`src/rtl/comparador_serie_izq_der.sv`:
```
// MSB-first serial magnitude comparator: one bit pair per clock, 3-state EQ/LT/GT decision.
// Optional early termination when the result is decided: define COMPARADOR_SALIDA_TEMPRANA_EN.
module comparador_serie_izq_der #(
  parameter int WIDTH = 8
) (
  input  logic             clk,
  input  logic             rst_n,
  input  logic             start,
  input  logic [WIDTH-1:0] a_in,
  input  logic [WIDTH-1:0] b_in,
  output logic             busy,
  output logic             done,
  output logic             result_valid,
  output logic             a_lt_b,
  output logic             a_eq_b,
  output logic             a_gt_b,
  output logic             a_le_b
);

  localparam int CW = $clog2(WIDTH) + 1;

  typedef enum logic {IDLE, SCAN} state_t;
  typedef enum logic [1:0] {CMP_EQ, CMP_LT, CMP_GT} cmp_t;

  state_t          state_q;
  cmp_t            cmp_q, cmp_d;
  logic [CW-1:0]   cnt_q;
  logic [WIDTH-1:0] a_q, b_q;
  logic            busy_q, done_q, valid_q;
  logic            lt_q, eq_q, gt_q, le_q;
  logic            finish;

  // The captured words are shifted left during the scan, so the bit under test is always the MSB.
  always_comb begin
    cmp_d = cmp_q;
    if (cmp_q == CMP_EQ) begin
      if (a_q[WIDTH-1] && !b_q[WIDTH-1]) begin
        cmp_d = CMP_GT;
      end else if (!a_q[WIDTH-1] && b_q[WIDTH-1]) begin
        cmp_d = CMP_LT;
      end
    end
  end

`ifdef COMPARADOR_SALIDA_TEMPRANA_EN
  assign finish = (cnt_q == '0) || (cmp_d != CMP_EQ);
`else
  assign finish = (cnt_q == '0);
`endif

  always_ff @(posedge clk or negedge rst_n) begin
    if (!rst_n) begin
      state_q <= IDLE;
      cmp_q   <= CMP_EQ;
      cnt_q   <= '0;
      a_q     <= '0;
      b_q     <= '0;
      busy_q  <= 1'b0;
      done_q  <= 1'b0;
      valid_q <= 1'b0;
      lt_q    <= 1'b0;
      eq_q    <= 1'b0;
      gt_q    <= 1'b0;
      le_q    <= 1'b0;
    end else begin
      done_q <= 1'b0;
      case (state_q)
        IDLE: begin
          if (start) begin
            state_q <= SCAN;
            a_q     <= a_in;
            b_q     <= b_in;
            cnt_q   <= CW'(WIDTH - 1);
            cmp_q   <= CMP_EQ;
            busy_q  <= 1'b1;
            valid_q <= 1'b0;
            lt_q    <= 1'b0;
            eq_q    <= 1'b0;
            gt_q    <= 1'b0;
            le_q    <= 1'b0;
          end
        end
        SCAN: begin
          cmp_q <= cmp_d;
          a_q   <= a_q << 1;
          b_q   <= b_q << 1;
          if (finish) begin
            state_q <= IDLE;
            busy_q  <= 1'b0;
            done_q  <= 1'b1;
            valid_q <= 1'b1;
            lt_q    <= (cmp_d == CMP_LT);
            eq_q    <= (cmp_d == CMP_EQ);
            gt_q    <= (cmp_d == CMP_GT);
            le_q    <= (cmp_d != CMP_GT);
          end else begin
            cnt_q <= cnt_q - CW'(1);
          end
        end
        default: state_q <= IDLE;
      endcase
    end
  end

  assign busy         = busy_q;
  assign done         = done_q;
  assign result_valid = valid_q;
  assign a_lt_b       = lt_q;
  assign a_eq_b       = eq_q;
  assign a_gt_b       = gt_q;
  assign a_le_b       = le_q;

endmodule

```
`config.mk`:
```
export PLATFORM = sky130hd
export DESIGN_NAME = comparador_serie_izq_der
export DESIGN_NICKNAME = d
export VERILOG_FILES = /design/src/rtl/comparador_serie_izq_der.sv
export SDC_FILE = /design/constraint.sdc
export NUM_CORES = 1
export LEC_CHECK = 0
export ABC_CLOCK_PERIOD_IN_PS = 4200
export CORE_UTILIZATION = 54
export CTS_BUF_LIST = sky130_fd_sc_hd__clkbuf_8 sky130_fd_sc_hd__clkbuf_16
export DETAILED_ROUTE_END_ITERATION = 10
export PLACE_DENSITY_LB_ADDON = 0.1
export SYNTH_ARGS = -nofsm -noshare
export SYNTH_HDL_FRONTEND = slang
export SYNTH_SLANG_ARGS = --single-unit
```
`constraint.sdc`:
```
create_clock -name clk -period 4.2 [get_ports clk]
set_clock_uncertainty 0.15 [all_clocks]
set_input_delay 0.84 -clock clk [delete_from_list [all_inputs] [get_ports clk]]
set_output_delay 0.84 -clock clk [all_outputs]
set_load 0.05 [all_outputs]
```
Word level (Yosys, flattened, before mapping)
Cells that the tools add are included.
Operators by class
  shifts and indexed selects: 0
  $lt $le $gt $ge: 0
  multipliers: 0
  $add $sub $neg: 1
  muxes and demuxes: 31
  eq/ne operators: 6
  div/mod/pow operators: 0
  reduce and logical (&&, ||, !) cells: 9
  bitwise operators: 1
Operator list (count)
  one-hot mux 8 bit (2 select lines): 2
  two-way mux 8 bit: 2
  one-hot mux 1 bit (2 select lines): 7
  two-way mux 1 bit: 12
  two-way mux 2 bit: 4
  two-way mux 4 bit: 2
  one-hot mux 4 bit (2 select lines): 1
  != test 2 bit, second input constant: 3
  logical NOT 2 bit: 2
  logical NOT 4 bit: 1
  one-hot mux 2 bit (2 select lines): 1
  AND reduction 2 bit: 2
  subtractor 4 x 1 -> 4 bit, second input constant: 1
  equality test 2 x 1 -> 1 bit, second input constant: 1
  equality test 2 bit, second input constant: 1
  logical AND 1 bit: 2
  logical NOT 1 bit: 2
  != test 2 x 1 -> 1 bit, second input constant: 1
  NOT 1 bit: 1
Word-level totals
  RAM bits: 0
  logic and storage cells: 60
  ROM bits: 0
  output and inout port bits: 7
  latch bits: 0
  memories: 0
  register bits: 30

Logic depth before layout (Yosys ltp)
  word-level depth: 8
  mapped depth: 6
  mapped depth without buffers: 5

Worst setup path after synthesis
OpenSTA, ideal clock, no wires.
  path kind: register to output
  start point: register busy_q (netlist: busy)
  end point: output busy
  data arrival time: 0.600 ns
  path slack: 2.610 ns
  cell stages (with the launch flop): 1
  required time: 3.210 ns
  path through: dfrtp_1
RTL lines
  from (decl): RTL line 29  | logic busy_q, done_q, valid_q;
  from (signal assigned): RTL line 58  | busy_q <= 1'b0;
  from (signal assigned): RTL line 75  | busy_q <= 1'b1;
  from (signal assigned): RTL line 89  | busy_q <= 1'b0;
  to (decl): RTL line 11  | output logic busy,
No word-level cell between the ends.

Worst setup path after layout
  start point: register le_q (netlist: a_le_b)
  end point: output a_le_b
RTL lines
  from (decl): RTL line 30  | logic lt_q, eq_q, gt_q, le_q;
  from (signal assigned): RTL line 95  | le_q <= (cmp_d != CMP_GT);
  to (decl): RTL line 17  | output logic a_le_b
No word-level cell between the ends.

==> results_dict.tcl <==
set metrics [dict create \
    drive_gt1_share_pct 6.369 \
    die_y_microns 51.86 \
    gp_congestion 0.7254 \
    yosys.area.top_type_share_pct 55.92 \
    setup_viol 0 \
    core-area_sq_um 2276 \
    hold_violations 0 \
    overflow 0 \
    fp.dieArea_sq_um 2689 \
    worst_pin_slew_ns 0.5850 \
    antenna_found_initial 0 \
    rows 17 \
    drt-wirelength-per-cell_microns 12.92 \
    crit_chain "clkdlybuf4s50_1" \
    hp-class "reg -> reg" \
    grt_pass1_wl_mm 4.022 \
    ir_worst_vdd_v 0.0005291 \
    clk-insertion-delay-late_ns 0.28 \
    diodes 0 \
    post-cts-setup-buffers 0 \
    yosysUniqueCellTypes 24 \
    slew_headroom_pct 60.88 \
    synthCells 128 \
    routed_wl_mm 2.391 \
    crit_path_max_incr_delay_ns 0.81 \
    power_frac_clock_pct 23.8 \
    p_comb_share_pct 36.5 \
    place_area_sq_um 1613 \
    hold_buffers 0 \
    syn_area_per_cell_sq_um 10.49 \
    critical_path.top_delay_family "buffers and inverters" \
    synth.area.top_cells "dfrtp_1 56%, mux2i_1 12%, o21ai_0 7.5%, nand2_1 5.0%, inv_1 1.7%" \
    yosysWarnings 0 \
    synth_largest_area_cell "dfrtp_1" \
    cp-end-kind "output pin" \
    io_buffers 25 \
    grt_start_max_net_pins 43 \
    cpMaxStageDelayCell "clkdlybuf4s50_1" \
    synthesis.nets 148 \
    required_ns 3.21 \
    area_delta_synth_final_pct 28.05 \
    die_width_microns 51.86 \
    dp_hpwl_mm 1.604 \
    tritoncts "done" \
    cts.htree.levels 2 \
    cts_root_buf "clkbuf_8" \
    ys_ff_latch 30 \
    leakage_nw 0.8263 \
    crit_start "a_le_b" \
    cts_made_buffers 5 \
    arrival_ns 1.45 \
    run_status "finished, final reports clean" \
    post_cts_resized 0 \
    ant_nets 0 \
    timing.final.crit_share_pct 58.00 \
    powerDensity_nw_per_um2 672.3 \
    start_kind "register" \
    swShare_pct 36.22 \
    clk_path_buf_depth 2 \
    switching_power_uw 418.6 \
    fillers 155 \
    crit_buf_inv 1 \
    worstSetupPathType "reg -> out" \
    maxSlewViolCount 0 \
    p_int_uw 737.2 \
    clk_pin_slew_ns 0.06 \
    via_per_inst 5.324 \
    crit_fanout 2 \
    dr.first_iter.drc_count 10 \
    holdCritStartpoint "b_q[6]" \
    grt_pass1_vias 924 \
    finalInstanceArea_sq_um 1719 \
    ys_seq_area_share_pct 55.92 \
    nets 176 \
    seq_power_share_pct 39.7 \
    grt_setup_unrepaired "false" \
    netlist_area_sq_um 1343 \
    r2r-start "state_q" \
    numClockSinks 30 \
    drtPass1Iterations 4 \
    gr-usage-all-layers_pct 21.13 \
    fin_setup_tns_ns 0 \
    start_util_pct 58.99 \
    post-route-drc-count 0 \
    fin_crit_ns 2.436 \
    seq_area_sq_um 750.7 \
    ioPinCount 26 \
    drv_cap 0 \
    timing.fmax_mhz 410.5 \
    vias 985 \
    multiInputGateArea_sq_um 531.8 \
]
## cell usage in the layout (no fill, tap or decap)
master	n
nand2_1	18
dfrtp_1	30
o21a_1	2
inv_1	8
nand4bb_1	1
o211ai_1	2
o21ai_0	20
nor3b_1	1
clkbuf_8	5
a21o_1	2
nand4b_1	2
a31o_2	1
o2bb2ai_1	1
nand3_1	3
nand2b_1	3
ha_1	1
and3_1	2
bufinv_16	1
a21oi_1	3
mux2i_1	16
nor2_1	4
clkdlybuf4s50_1	25
nor3_1	2
nor2b_1	1
buf_4	3
## cell type report
class,count,area share (%)
Timing Repair Buffer,28,15.87
Tap cell,28,2.038
Multi-Input combinational cell,85,30.93
Clock inverter,3,2.183
Inverter,6,1.310
Clock buffer,5,4.003
Sequential cell,30,43.67
## state kept, by name (all words and copies together), names as in the netlist
signal,flops
a_le_b,1
result_valid,1
a_q,8
done,1
a_gt_b,1
b_q,8
a_lt_b,1
a_eq_b,1
cnt_q,4
state_q,1
busy,1
cmp_q,2
## synth_stat cells, drive strengths merged
cell type and number:
buf 5, nand2b 3, o2bb2ai 1, o211ai 2, a31o 1, dfrtp 30
ha 1, and3 2, o21ai 20, nand4b 2, nor3 2, a21o 2
nor3b 1, inv 6, nand3 3, nand2 18, nand4bb 1, nor2b 1
a21oi 3, clkbuf 2, o21a 2, nor2 4, mux2i 16
## metrics by stage
step                      setup slack [ns]  power, mW  instances  util, %  hold slack [ns]
after floorplan                      2.610     0.7631        128        -           0.2992
after global placement               1.561     0.8652        177    70.86           0.3070
after detailed placement             1.541     0.8882        177    70.86           0.3201
after CTS                            1.740      1.169        185    75.54           0.3379
after global routing                 1.702      1.240        185    75.54           0.3599
final                                1.764      1.156        185    75.54           0.3271
## final timing paths
| check | depth (start not counted) | slack (ns) | end |
|---|---|---|---|
| setup reg to reg | 4 | 2.29 | a_eq_b |
| setup / recovery | 1 | 1.76 | a_le_b |
| max in group asynchronous | 2 | 2.82 | state_q |
| hold reg to reg | 2 | 0.33 | b_q[7] |
| min in group asynchronous | 2 | 0.78 | a_le_b |
| hold / removal | 2 | 0.33 | b_q[7] |
## power groups by stage
| stage | registers, mW | logic [mW] | clock network (mW) |
|---|---|---|---|
| after global placement | 0.458 | 0.407 | 0 |
| after detailed placement | 0.465 | 0.424 | 0 |
| final | 0.459 | 0.422 | 0.275 |
| after CTS | 0.460 | 0.428 | 0.281 |
| after global routing | 0.474 | 0.472 | 0.294 |
| after floorplan | 0.535 | 0.228 | 0 |
## per-layer routing
metal / up-vias / track usage (%) / share of wire (%) / wire length [microns]
met4: 0 / 10.81 / 2.0 / 48
li1: 497 / - / - / -
met3: 5 / 5.848 / 4.2 / 101
met1: 462 / 25.39 / 47 / 1112
met5: - / 0 / 0 / 0
met2: 21 / 34.40 / 47 / 1129
## worst reg2reg max path, delay by kind of cell (launching register included)
kind            cells  cell delay, ns
buf+inv             1            0.32
flops               1            0.32
compound gates      1            0.20
simple gates        2            0.80
## kinds of logic after synthesis
family                     share of synthesized area [%]
AOI/OAI and AO/OA                                  13.23
adders and majority gates                         0.9318
buffers and inverters                              4.473
DFF                                                55.92
muxes                                              11.93
and+or+nand+nor                                    13.51
(Power assumes the default switching activity.)
